`src/rtl/fetch_ctrl_pkg.sv`:
```
// Shared constants, state encoding and trap decode helpers for the fetch sequencer.
// Trap codes 3'b001..3'b011 are the existing core-wide codes; 3'b100/3'b101 extend them.
package fetch_ctrl_pkg;

    localparam logic [31:0] RESET_ADDR       = 32'h0000_0000;
    localparam logic [31:0] VEC_BR_MISALIGN  = 32'd1020;
    localparam logic [31:0] VEC_ECALL        = 32'd2050;
    localparam logic [31:0] VEC_EBREAK       = 32'd2051;
    localparam logic [31:0] VEC_MEM_MISALIGN = 32'd2052;

    localparam logic [2:0] TRAP_NONE    = 3'b000;
    localparam logic [2:0] E_CALL       = 3'b001;
    localparam logic [2:0] E_BREAK      = 3'b010;
    localparam logic [2:0] MEM_MISALIGN = 3'b011;
    localparam logic [2:0] TRAP_REPLAY  = 3'b100;
    localparam logic [2:0] BR_MISALIGN  = 3'b101;

    typedef enum logic [1:0] {
        ST_IDLE  = 2'b00,
        ST_FETCH = 2'b01,
        ST_VALID = 2'b10,
        ST_DRAIN = 2'b11
    } state_t;

    function automatic logic is_vectored_trap(input logic [2:0] code);
        return (code == E_CALL) || (code == E_BREAK) || (code == MEM_MISALIGN);
    endfunction

    function automatic logic [31:0] trap_vector(input logic [2:0] code);
        case (code)
            E_CALL:       return VEC_ECALL;
            E_BREAK:      return VEC_EBREAK;
            MEM_MISALIGN: return VEC_MEM_MISALIGN;
            default:      return RESET_ADDR;
        endcase
    endfunction

endpackage

```
`src/rtl/fetch_ctrl_carry_lookahead_adder.sv`:
```
// Adder built from 4-bit lookahead groups chained by group generate/propagate.
// WIDTH must be a multiple of 4; o_sum[WIDTH] is the carry out.
module carry_lookahead_adder #(
    parameter int WIDTH = 32
) (
    input  logic [WIDTH-1:0] i_a,
    input  logic [WIDTH-1:0] i_b,
    input  logic             i_cin,
    output logic [WIDTH:0]   o_sum
);

    logic [WIDTH-1:0] w_g;
    logic [WIDTH-1:0] w_p;
    logic [3:0]       w_grp_g;
    logic [3:0]       w_grp_p;
    logic             w_c0;
    logic             w_c1;
    logic             w_c2;
    logic             w_c3;

    assign w_g = i_a & i_b;
    assign w_p = i_a ^ i_b;

    always_comb begin
        o_sum   = '0;
        w_grp_g = '0;
        w_grp_p = '0;
        w_c0    = i_cin;
        w_c1    = 1'b0;
        w_c2    = 1'b0;
        w_c3    = 1'b0;
        for (int k = 0; k < WIDTH / 4; k++) begin
            w_grp_g = w_g[k*4 +: 4];
            w_grp_p = w_p[k*4 +: 4];
            w_c1 = w_grp_g[0] | (w_grp_p[0] & w_c0);
            w_c2 = w_grp_g[1] | (w_grp_p[1] & w_grp_g[0]) | (w_grp_p[1] & w_grp_p[0] & w_c0);
            w_c3 = w_grp_g[2] | (w_grp_p[2] & w_grp_g[1]) | (w_grp_p[2] & w_grp_p[1] & w_grp_g[0])
                 | (w_grp_p[2] & w_grp_p[1] & w_grp_p[0] & w_c0);
            o_sum[k*4 +: 4] = w_grp_p ^ {w_c3, w_c2, w_c1, w_c0};
            w_c0 = w_grp_g[3] | (w_grp_p[3] & w_grp_g[2]) | (w_grp_p[3] & w_grp_p[2] & w_grp_g[1])
                 | (w_grp_p[3] & w_grp_p[2] & w_grp_p[1] & w_grp_g[0]) | ((&w_grp_p) & w_c0);
        end
        o_sum[WIDTH] = w_c0;
    end

endmodule

```
`src/rtl/fetch_ctrl.sv`:
```
// Program counter and single-outstanding instruction fetch sequencer.
//   state | meaning
//   IDLE  | first cycle after reset, no request
//   FETCH | request outstanding at r_fetch_addr
//   VALID | instruction held for execute
//   DRAIN | request outstanding whose data will be discarded
module fetch_ctrl
    import fetch_ctrl_pkg::*;
(
    input  logic        i_clk,
    input  logic        i_rst_n,
    output logic        o_imem_req,
    output logic [31:0] o_imem_addr,
    input  logic        i_imem_ack,
    input  logic [31:0] i_imem_rdata,
    output logic        o_instr_valid,
    output logic [31:0] o_r_instr,
    output logic [31:0] o_r_pc,
    input  logic        i_stall,
    input  logic        i_is_branch_true,
    input  logic [31:0] i_branch_addr,
    input  logic [2:0]  i_trap,
    input  logic        i_flush,
    input  logic [31:0] i_flush_addr,
    output logic [31:0] o_r_epc,
    output logic [2:0]  o_r_cause
);

    state_t      r_state;
    state_t      w_state_nxt;
    logic [31:0] r_fetch_addr;
    logic [31:0] w_fetch_addr_nxt;
    logic [31:0] r_drain_addr;
    logic [31:0] w_drain_addr_nxt;
    logic [31:0] w_drain_target;
    logic [31:0] r_instr;
    logic [31:0] r_pc;
    logic [31:0] r_epc;
    logic [2:0]  r_cause;
    logic        w_capture;
    logic        w_rec_trap;
    logic [2:0]  w_rec_cause;

    logic [31:0] w_consume_addr;
    logic        w_consume_rec;
    logic [2:0]  w_consume_cause;
    logic        w_br_misalign;

    logic [32:0] w_pc_sum;
    logic [31:0] w_pc_plus4;
    logic        w_unused_carry;

    carry_lookahead_adder #(
        .WIDTH (32)
    ) u_pc_adder (
        .i_a   (r_pc),
        .i_b   (32'd4),
        .i_cin (1'b0),
        .o_sum (w_pc_sum)
    );

    // pc+4 wraps: the carry out is intentionally dropped.
    assign w_pc_plus4     = w_pc_sum[31:0];
    assign w_unused_carry = w_pc_sum[32];

    assign w_br_misalign = i_is_branch_true && (i_branch_addr[1:0] != 2'b00);

    always_comb begin
        w_consume_addr  = w_pc_plus4;
        w_consume_rec   = 1'b0;
        w_consume_cause = r_cause;
        if (w_br_misalign) begin
            w_consume_addr  = VEC_BR_MISALIGN;
            w_consume_rec   = 1'b1;
            w_consume_cause = BR_MISALIGN;
        end else if (i_is_branch_true) begin
            w_consume_addr = i_branch_addr;
        end else if (is_vectored_trap(i_trap)) begin
            w_consume_addr  = trap_vector(i_trap);
            w_consume_rec   = 1'b1;
            w_consume_cause = i_trap;
        end else if (i_trap == TRAP_REPLAY) begin
            w_consume_addr = r_pc;
        end
    end

    // A flush arriving while draining replaces the pending redirect target.
    assign w_drain_target = i_flush ? i_flush_addr : r_drain_addr;

    always_comb begin
        w_state_nxt      = r_state;
        w_fetch_addr_nxt = r_fetch_addr;
        w_drain_addr_nxt = r_drain_addr;
        w_capture        = 1'b0;
        w_rec_trap       = 1'b0;
        w_rec_cause      = r_cause;
        case (r_state)
            ST_IDLE: begin
                w_state_nxt      = ST_FETCH;
                w_fetch_addr_nxt = i_flush ? i_flush_addr : RESET_ADDR;
            end
            ST_FETCH: begin
                if (i_imem_ack) begin
                    if (i_flush) begin
                        w_fetch_addr_nxt = i_flush_addr;
                    end else begin
                        w_capture   = 1'b1;
                        w_state_nxt = ST_VALID;
                    end
                end else if (i_flush) begin
                    w_drain_addr_nxt = i_flush_addr;
                    w_state_nxt      = ST_DRAIN;
                end
            end
            ST_DRAIN: begin
                w_drain_addr_nxt = w_drain_target;
                if (i_imem_ack) begin
                    w_fetch_addr_nxt = w_drain_target;
                    w_state_nxt      = ST_FETCH;
                end
            end
            ST_VALID: begin
                if (i_flush) begin
                    w_fetch_addr_nxt = i_flush_addr;
                    w_state_nxt      = ST_FETCH;
                end else if (!i_stall) begin
                    w_fetch_addr_nxt = w_consume_addr;
                    w_rec_trap       = w_consume_rec;
                    w_rec_cause      = w_consume_cause;
                    w_state_nxt      = ST_FETCH;
                end
            end
            default: begin
                w_state_nxt = ST_IDLE;
            end
        endcase
    end

    always_ff @(posedge i_clk or negedge i_rst_n) begin
        if (!i_rst_n) begin
            r_state      <= ST_IDLE;
            r_fetch_addr <= RESET_ADDR;
            r_drain_addr <= RESET_ADDR;
            r_instr      <= '0;
            r_pc         <= '0;
            r_epc        <= '0;
            r_cause      <= TRAP_NONE;
        end else begin
            r_state      <= w_state_nxt;
            r_fetch_addr <= w_fetch_addr_nxt;
            r_drain_addr <= w_drain_addr_nxt;
            if (w_capture) begin
                r_instr <= i_imem_rdata;
                r_pc    <= r_fetch_addr;
            end
            if (w_rec_trap) begin
                r_epc   <= r_pc;
                r_cause <= w_rec_cause;
            end
        end
    end

    assign o_imem_req    = (r_state == ST_FETCH) || (r_state == ST_DRAIN);
    assign o_imem_addr   = r_fetch_addr;
    assign o_instr_valid = (r_state == ST_VALID);
    assign o_r_instr     = r_instr;
    assign o_r_pc        = r_pc;
    assign o_r_epc       = r_epc;
    assign o_r_cause     = r_cause;

endmodule

```
`config.mk`:
```
export PLATFORM = sky130hd
export DESIGN_NAME = fetch_ctrl
export DESIGN_NICKNAME = d
export VERILOG_FILES = /design/src/rtl/fetch_ctrl_pkg.sv /design/src/rtl/fetch_ctrl_carry_lookahead_adder.sv /design/src/rtl/fetch_ctrl.sv
export SDC_FILE = /design/constraint.sdc
export NUM_CORES = 1
export LEC_CHECK = 0
export CAP_MARGIN = 15
export CORE_MARGIN = 3
export CORE_UTILIZATION = 44
export CTS_CLUSTER_SIZE = 14
export DETAILED_ROUTE_END_ITERATION = 16
export PLACE_DENSITY_LB_ADDON = 0.15
export SYNTH_ARGS = -nofsm -noshare
export SYNTH_HDL_FRONTEND = slang
export SYNTH_HIERARCHICAL = 1
export SYNTH_SLANG_ARGS = --single-unit
```
`constraint.sdc`:
```
create_clock -name i_clk -period 4.2 [get_ports i_clk]
set_clock_uncertainty 0.2 [all_clocks]
set_input_delay 0.84 -clock i_clk [delete_from_list [all_inputs] [get_ports i_clk]]
set_output_delay 0.84 -clock i_clk [all_outputs]
set_load 0.02 [all_outputs]
```
After elaboration in Yosys (flattened, before gate mapping)

Cells that the tools add are included.

Reductions and logical operators: 18
Equal/unequal tests: 15
Muxes and demuxes: 34
Bitwise logic cells: 60

Operators with widths:

| cell                                                                     | count |
|---|---|
| 32-bit 2-to-1 mux                                                        | 12 |
| 32-bit one-hot mux with 4 select lines                                   | 1 |
| 32-bit one-hot mux with 2 select lines                                   | 1 |
| 1-bit AND                                                                | 49 |
| 12-bit one-hot mux with 3 select lines                                   | 1 |
| 4-bit AND reduction                                                      | 8 |
| 4-bit bitwise XOR                                                        | 8 |
| 2-bit 2-to-1 mux                                                         | 6 |
| 1-bit 2-to-1 mux                                                         | 9 |
| 3-bit 2-to-1 mux                                                         | 3 |
| 2-bit inequality test (second input constant)                            | 4 |
| 2-bit one-hot mux with 4 select lines                                    | 1 |
| 3-bit by 2-bit == test with 1-bit output (second input constant)         | 2 |
| 3-bit inequality test (second input constant)                            | 2 |
| 6-bit AND reduction                                                      | 1 |
| 2-bit nonzero test                                                       | 3 |
| 2-bit == test (second input constant)                                    | 2 |
| 3-bit by 1-bit == test with 1-bit output (second input constant)         | 1 |
| 3-bit == test (second input constant)                                    | 1 |
| 1-bit logical OR                                                         | 3 |
| 3-bit by 2-bit inequality test with 1-bit output (second input constant) | 1 |
| 1-bit inverter                                                           | 3 |
| 2-bit by 1-bit == test with 1-bit output (second input constant)         | 1 |
| 2-bit zero test                                                          | 1 |
| other kinds (3)                                                          | 3 |

Register bits after elaboration: 165
Logic and storage cells: 134

Logic depth before layout (Yosys ltp)

Depth after elaboration: 16
Depth in mapped cells: 15
Depth with buffers taken out: 15

By module

The synthesis kept the hierarchy.

Modules (own cells, without submodules):

| module                | times used | cells each | area an instance (µm²) |
|---|---|---|---|
| fetch_ctrl            | 1          | 834        | 8552.0 |
| carry_lookahead_adder | 1          | 163        | 1351.3 |

Worst setup path after synthesis

OpenSTA, ideal clock, no wires.

Path kind: register -> register
Start point: register r_pc[2], in the netlist o_r_pc[2]
End point: register r_fetch_addr[17], in the netlist o_imem_addr[17]
Path slack: 861 ps
Arrival: 3001 ps
Stages on the path, launching flop included: 14
Clock period less this slack: 3339 ps
Path buffers: 0
Library setup time: 137 ps
Required time: 3863 ps
Cells stage by stage: dfrtp_1 ha_1 o21bai_1 a21o_1 a31o_4 a211oi_4 inv_1 fa_1 xor2_1 mux2_2 nand2_1 a221oi_1 a2111oi_0 nor3_1

Cells in the longest elaborated chain, start to end: 13

RTL lines:

| what                                   | line                                   | source |
|---|---|---|
| start: declaration                     | fetch_ctrl.sv:37                       | `logic [31:0] r_pc;` |
| start signal: assignment               | fetch_ctrl.sv:154                      | `r_pc <= r_fetch_addr;` |
| 1-bit AND                              | fetch_ctrl_carry_lookahead_adder.sv:40 | `w_c0 = w_grp_g[3] \| (w_grp_p[3] & w_grp_g[2]) \| (w_grp_p[3] & w_grp_p[2] & w_grp_g[1])` |
| 1-bit AND (3 in a row)                 | fetch_ctrl_carry_lookahead_adder.sv:41 | `\| (w_grp_p[3] & w_grp_p[2] & w_grp_p[1] & w_grp_g[0]) \| ((&w_grp_p) & w_c0);` |
| 1-bit AND                              | fetch_ctrl_carry_lookahead_adder.sv:35 | `w_c1 = w_grp_g[0] \| (w_grp_p[0] & w_c0);` |
| 4-bit bitwise XOR                      | fetch_ctrl_carry_lookahead_adder.sv:39 | `o_sum[k*4 +: 4] = w_grp_p ^ {w_c3, w_c2, w_c1, w_c0};` |
| named net w_pc_sum[17]                 | fetch_ctrl.sv:49                       | `logic [32:0] w_pc_sum;` |
| 32-bit 2-to-1 mux                      | fetch_ctrl.sv:82                       | `end else if (i_trap == TRAP_REPLAY) begin` |
| 32-bit 2-to-1 mux                      | fetch_ctrl.sv:78                       | `end else if (is_vectored_trap(i_trap)) begin` |
| 32-bit 2-to-1 mux                      | fetch_ctrl.sv:76                       | `end else if (i_is_branch_true) begin` |
| 32-bit 2-to-1 mux                      | fetch_ctrl.sv:72                       | `if (w_br_misalign) begin` |
| 32-bit 2-to-1 mux                      | fetch_ctrl.sv:126                      | `end else if (!i_stall) begin` |
| 32-bit 2-to-1 mux                      | fetch_ctrl.sv:123                      | `if (i_flush) begin` |
| 32-bit one-hot mux with 4 select lines | fetch_ctrl.sv:97                       | `case (r_state)` |
| end signal: assignment                 | fetch_ctrl.sv:150                      | `r_fetch_addr <= w_fetch_addr_nxt;` |
| end: declaration                       | fetch_ctrl.sv:31                       | `logic [31:0] r_fetch_addr;` |

The timed path passes the listed nets, and every way through them passes these cells. The select of a mux whose other input is x is not followed.
A chain may end at the register's enable or synchronous reset.

Final worst setup path

Start point: register r_pc[13], in the netlist o_r_pc[13]
End point: register r_fetch_addr[25], in the netlist o_imem_addr[25]

Cells in the longest elaborated chain, start to end: 13

RTL lines:

| what                                   | line |
|---|---|
| 4-bit AND reduction                    | fetch_ctrl_carry_lookahead_adder.sv:41 |
| 1-bit AND (3 in a row)                 | fetch_ctrl_carry_lookahead_adder.sv:41 |
| 1-bit AND                              | fetch_ctrl_carry_lookahead_adder.sv:35 |
| 4-bit bitwise XOR                      | fetch_ctrl_carry_lookahead_adder.sv:39 |
| named net w_pc_sum[25]                 | fetch_ctrl.sv:49 |
| 32-bit 2-to-1 mux                      | fetch_ctrl.sv:82 |
| 32-bit 2-to-1 mux                      | fetch_ctrl.sv:78 |
| 32-bit 2-to-1 mux                      | fetch_ctrl.sv:76 |
| 32-bit 2-to-1 mux                      | fetch_ctrl.sv:72 |
| 32-bit 2-to-1 mux                      | fetch_ctrl.sv:126 |
| 32-bit 2-to-1 mux                      | fetch_ctrl.sv:123 |
| 32-bit one-hot mux with 4 select lines | fetch_ctrl.sv:97 |

The timed path passes the listed nets, and every way through them passes these cells. The select of a mux whose other input is x is not followed.

==> impl_results.rst <==
.. list-table::
   :header-rows: 1

   * - Metric
     - Value
   * - Setup-failing EPs final
     - 0
   * - Synth Cell Area
     - between 9000 and 10,000 µm²
   * - Total Wirelength
     - 30.4 mm
   * - Number of antenna-violating nets in the routed design
     - 0
   * - VDD IR max
     - 315 µV
   * - Worst slew slack as a fraction of its limit
     - a little under a third
   * - Final Max Slew Viols
     - 0
   * - Clock power share
     - 19.1%
   * - Startpoint type of the worst setup path
     - flop
   * - Power Density
     - ~620 nW/µm²
   * - Worst-case clock buffer depth
     - 2
   * - Global-route wire length before repair
     - 48.1 mm
   * - DRC violation count after routing
     - 0
   * - Effective utilization at floorplan
     - 45.0%
   * - Synthesis-to-layout area growth
     - 34.3%
   * - Overall fraction of global-route tracks in use
     - around a quarter
   * - Sequential share of power
     - 31.4%
   * - Final Wtd Congestion
     - 0.876
   * - Area of the core
     - roughly 22,000 µm²
   * - Result of the run
     - finished, final reports clean
   * - PortBufs
     - 237
   * - Tot Pwr
     - 8300 µW
   * - Combinational share of power
     - 49.4%
   * - Top-level port count
     - 238
   * - Internal power contribution
     - 4880 µW
   * - Horizontal die dimension
     - 156 µm
   * - Layout filler cell count
     - 1,870
   * - Cell at the slowest stage of the critical path
     - sky130_fd_sc_hd__a2111oi_0
   * - Shortest period the worst path allows
     - around 3700 ps
   * - Worst hold path class
     - input pin to async pin
   * - Critical Path AT
     - 3820 ps
   * - Area of the die
     - 24,300 µm²
   * - DRC violation total after the first TritonRoute iteration
     - between 700 and 800
   * - Number of vias in the routed layout
     - 8,762
   * - Peak fanout along the critical path
     - 6
   * - Footprint of the multi-input gates
     - 5330 µm²
   * - Gate count of the mapped netlist
     - approximately 1,000
   * - Number of placed instances, taps included
     - roughly 1.5k
   * - Count of standard-cell rows
     - 54
   * - Max Cap Violations
     - 0
   * - Hold violation count in the final report
     - 0
   * - Post-route insts no fill
     - 1,537
   * - Crit Path Category
     - flop to flop
   * - TritonCTS clock tree
     - built
   * - Category of the worst setup path capture point
     - flop
   * - Total Nets Final
     - about 1.4k
   * - Average routed wire per standard cell
     - approximately 20 µm
   * - Endpoint required time on the critical path
     - 4320 ps
   * - Area taken by flip-flops and latches
     - between 4000 and 5000 µm²
   * - Number of warning messages in the yosys log
     - 6
   * - Number of optimization iterations in the first detailed-route pass
     - 5
   * - Maximum clock frequency
     - 270 MHz
   * - CTS hold repair buffers
     - 0
   * - Static leakage
     - 0.00579 µW
   * - Transition time at the pin with the least slew margin
     - 1030 ps
   * - Critical path cell sequence
     - ha_1, nand2_1, nor2_1, and4_1, nand4_1, a21oi_1, nor2_1, inv_1, fa_1, xor2_1, mux2_2, nand2_1, a221oi_1, a2111oi_0, nor3_1
   * - Overflow left after global routing
     - 0
   * - Count of antenna diodes in the layout
     - 0
   * - Vias in the first global route
     - 8,464
   * - Launching point of the worst reg2reg path
     - o_r_pc[13]$_DFFE_PN0P_
   * - Clock-pin slew on the worst setup and hold paths
     - 80 ps
   * - Share of post-route cells with drive strength above 1
     - ~16%
   * - HPWL reported at the end of detailed placement
     - between 20 and 25 mm
   * - Switching part of the total power
     - 41.2%
   * - Clock latency reported for the late side of the worst-skew pair
     - 450 ps
   * - Root cell of the clock tree
     - sky130_fd_sc_hd__clkbuf_16
   * - Pin count of the biggest net entering global routing
     - around 110
   * - Initial antenna violation count
     - 0
   * - Largest incremental delay on the critical path
     - 490 ps
   * - Part of the cycle the worst path needs
     - 88.3%
   * - Gates resized, CTS repair
     - 0
   * - Depth of the CTS H-tree
     - 4
   * - Setup TNS after final layout
     - 0 ps
   * - Unrepaired setup endpoints after global routing
     - false
   * - Floorplan die height
     - 156 µm
   * - Switching power
     - 3410 µW
   * - Average via count per standard cell
     - 5.70
   * - Total CTS buffers
     - 17
   * - Clock sinks
     - approximately 170
   * - Post-CTS Setup Bufs
     - 0
   * - Startpoint of the worst setup timing path
     - o_r_pc[13]$_DFFE_PN0P_
   * - Syn Area/Cell
     - 9.94 µm²
-- state kept, by name (all words and copies together), names as in the netlist --
register,cells
o_imem_addr,32
o_r_cause,3
o_r_epc,32
o_r_instr,32
o_r_pc,32
r_drain_addr,32
r_state,2
-- cell type report --
| type | instances | area share [%] |
|---|---|---|
| Clock buffer | 17 | 3.20 |
| Clock inverter | 15 | 1.36 |
| Sequential cell | 165 | 31.1 |
| Tap cell | 280 | 2.64 |
| Inverter | 61 | 1.72 |
| Multi-Input combinational cell | 734 | 40.1 |
| Timing Repair Buffer | 265 | 19.8 |
-- through the flow --
stage	hold WS (ps)	utilization, %	instance area [µm²]	worst slack, ps
after floorplan	272	-	10000	861
after global placement	267	57.7	12700	761
after detailed placement	279	57.7	12700	597
after CTS	128	60.5	13300	549
after global routing	151	60.5	13300	236
final	118	60.5	13300	493
-- metal layers --
metal	track usage (%)	wire length, µm	up-vias
met2	37.7	13700	370
met3	6.21	2530	43
met5	0	0	-
met1	36.4	13600	4260
met4	6.64	612	0
li1	-	-	4089
-- final timing paths --
| kind | end | slack (ps) | cells after the start |
|---|---|---|---|
| hold / removal | o_r_instr[12]$_DFFE_PN0P_ | 120 | 1 |
| min in group i_clk | o_r_cause[0]$_DFFE_PN0P_ | 280 | 2 |
| hold reg to reg | o_r_cause[0]$_DFFE_PN0P_ | 280 | 2 |
| setup / recovery | o_imem_addr[25]$_DFFE_PN0P_ | 490 | 15 |
| setup reg to reg | o_imem_addr[25]$_DFFE_PN0P_ | 490 | 15 |
| max in group asynchronous | r_drain_addr[20]$_DFFE_PN0P_ | 2760 | 2 |
-- layout by cell type, fill, tap and decap left out, drive strengths merged, types with 4 or more instances in the layout --
cell	instances
fa	8
nor3b	5
o311a	5
a21o	10
a31oi	27
nand3	5
conb	43
and3	28
clkinv	7
nand2	95
o2111ai	4
nor3	23
ha	32
o21bai	6
buf	31
nor2b	12
clkdlybuf4s50	234
a221oi	53
xor2	14
a211oi	26
clkbuf	17
dfrtp	165
nor2	47
mux2	120
xnor2	10
o221ai	7
o21ai	77
inv	68
a21oi	37
a2111oi	15
-- power groups by stage --
stage | Sequential (µW) | Combinational, µW | Clock, µW
3_3_place_gp | 2610 | 3980 | 0
2_1_floorplan | 3000 | 1970 | 0
4_1_cts | 2600 | 4050 | 1620
6_report | 2610 | 4100 | 1590
3_5_place_dp | 2630 | 4030 | 0
5_1_grt | 2690 | 4420 | 1680
-- worst max-delay path, delay by kind of cell (launching register included) --
kind / cells / cell delay (ps)
muxes: 1 / 270
adders and majority gates: 2 / 790
AOI/OAI and AO/OA: 3 / 670
and+or+nand+nor: 7 / 960
xor gates and xnor gates: 1 / 190
DFF: 1 / 430
buffers and inverters: 1 / 90
(Power assumes the default switching activity.)
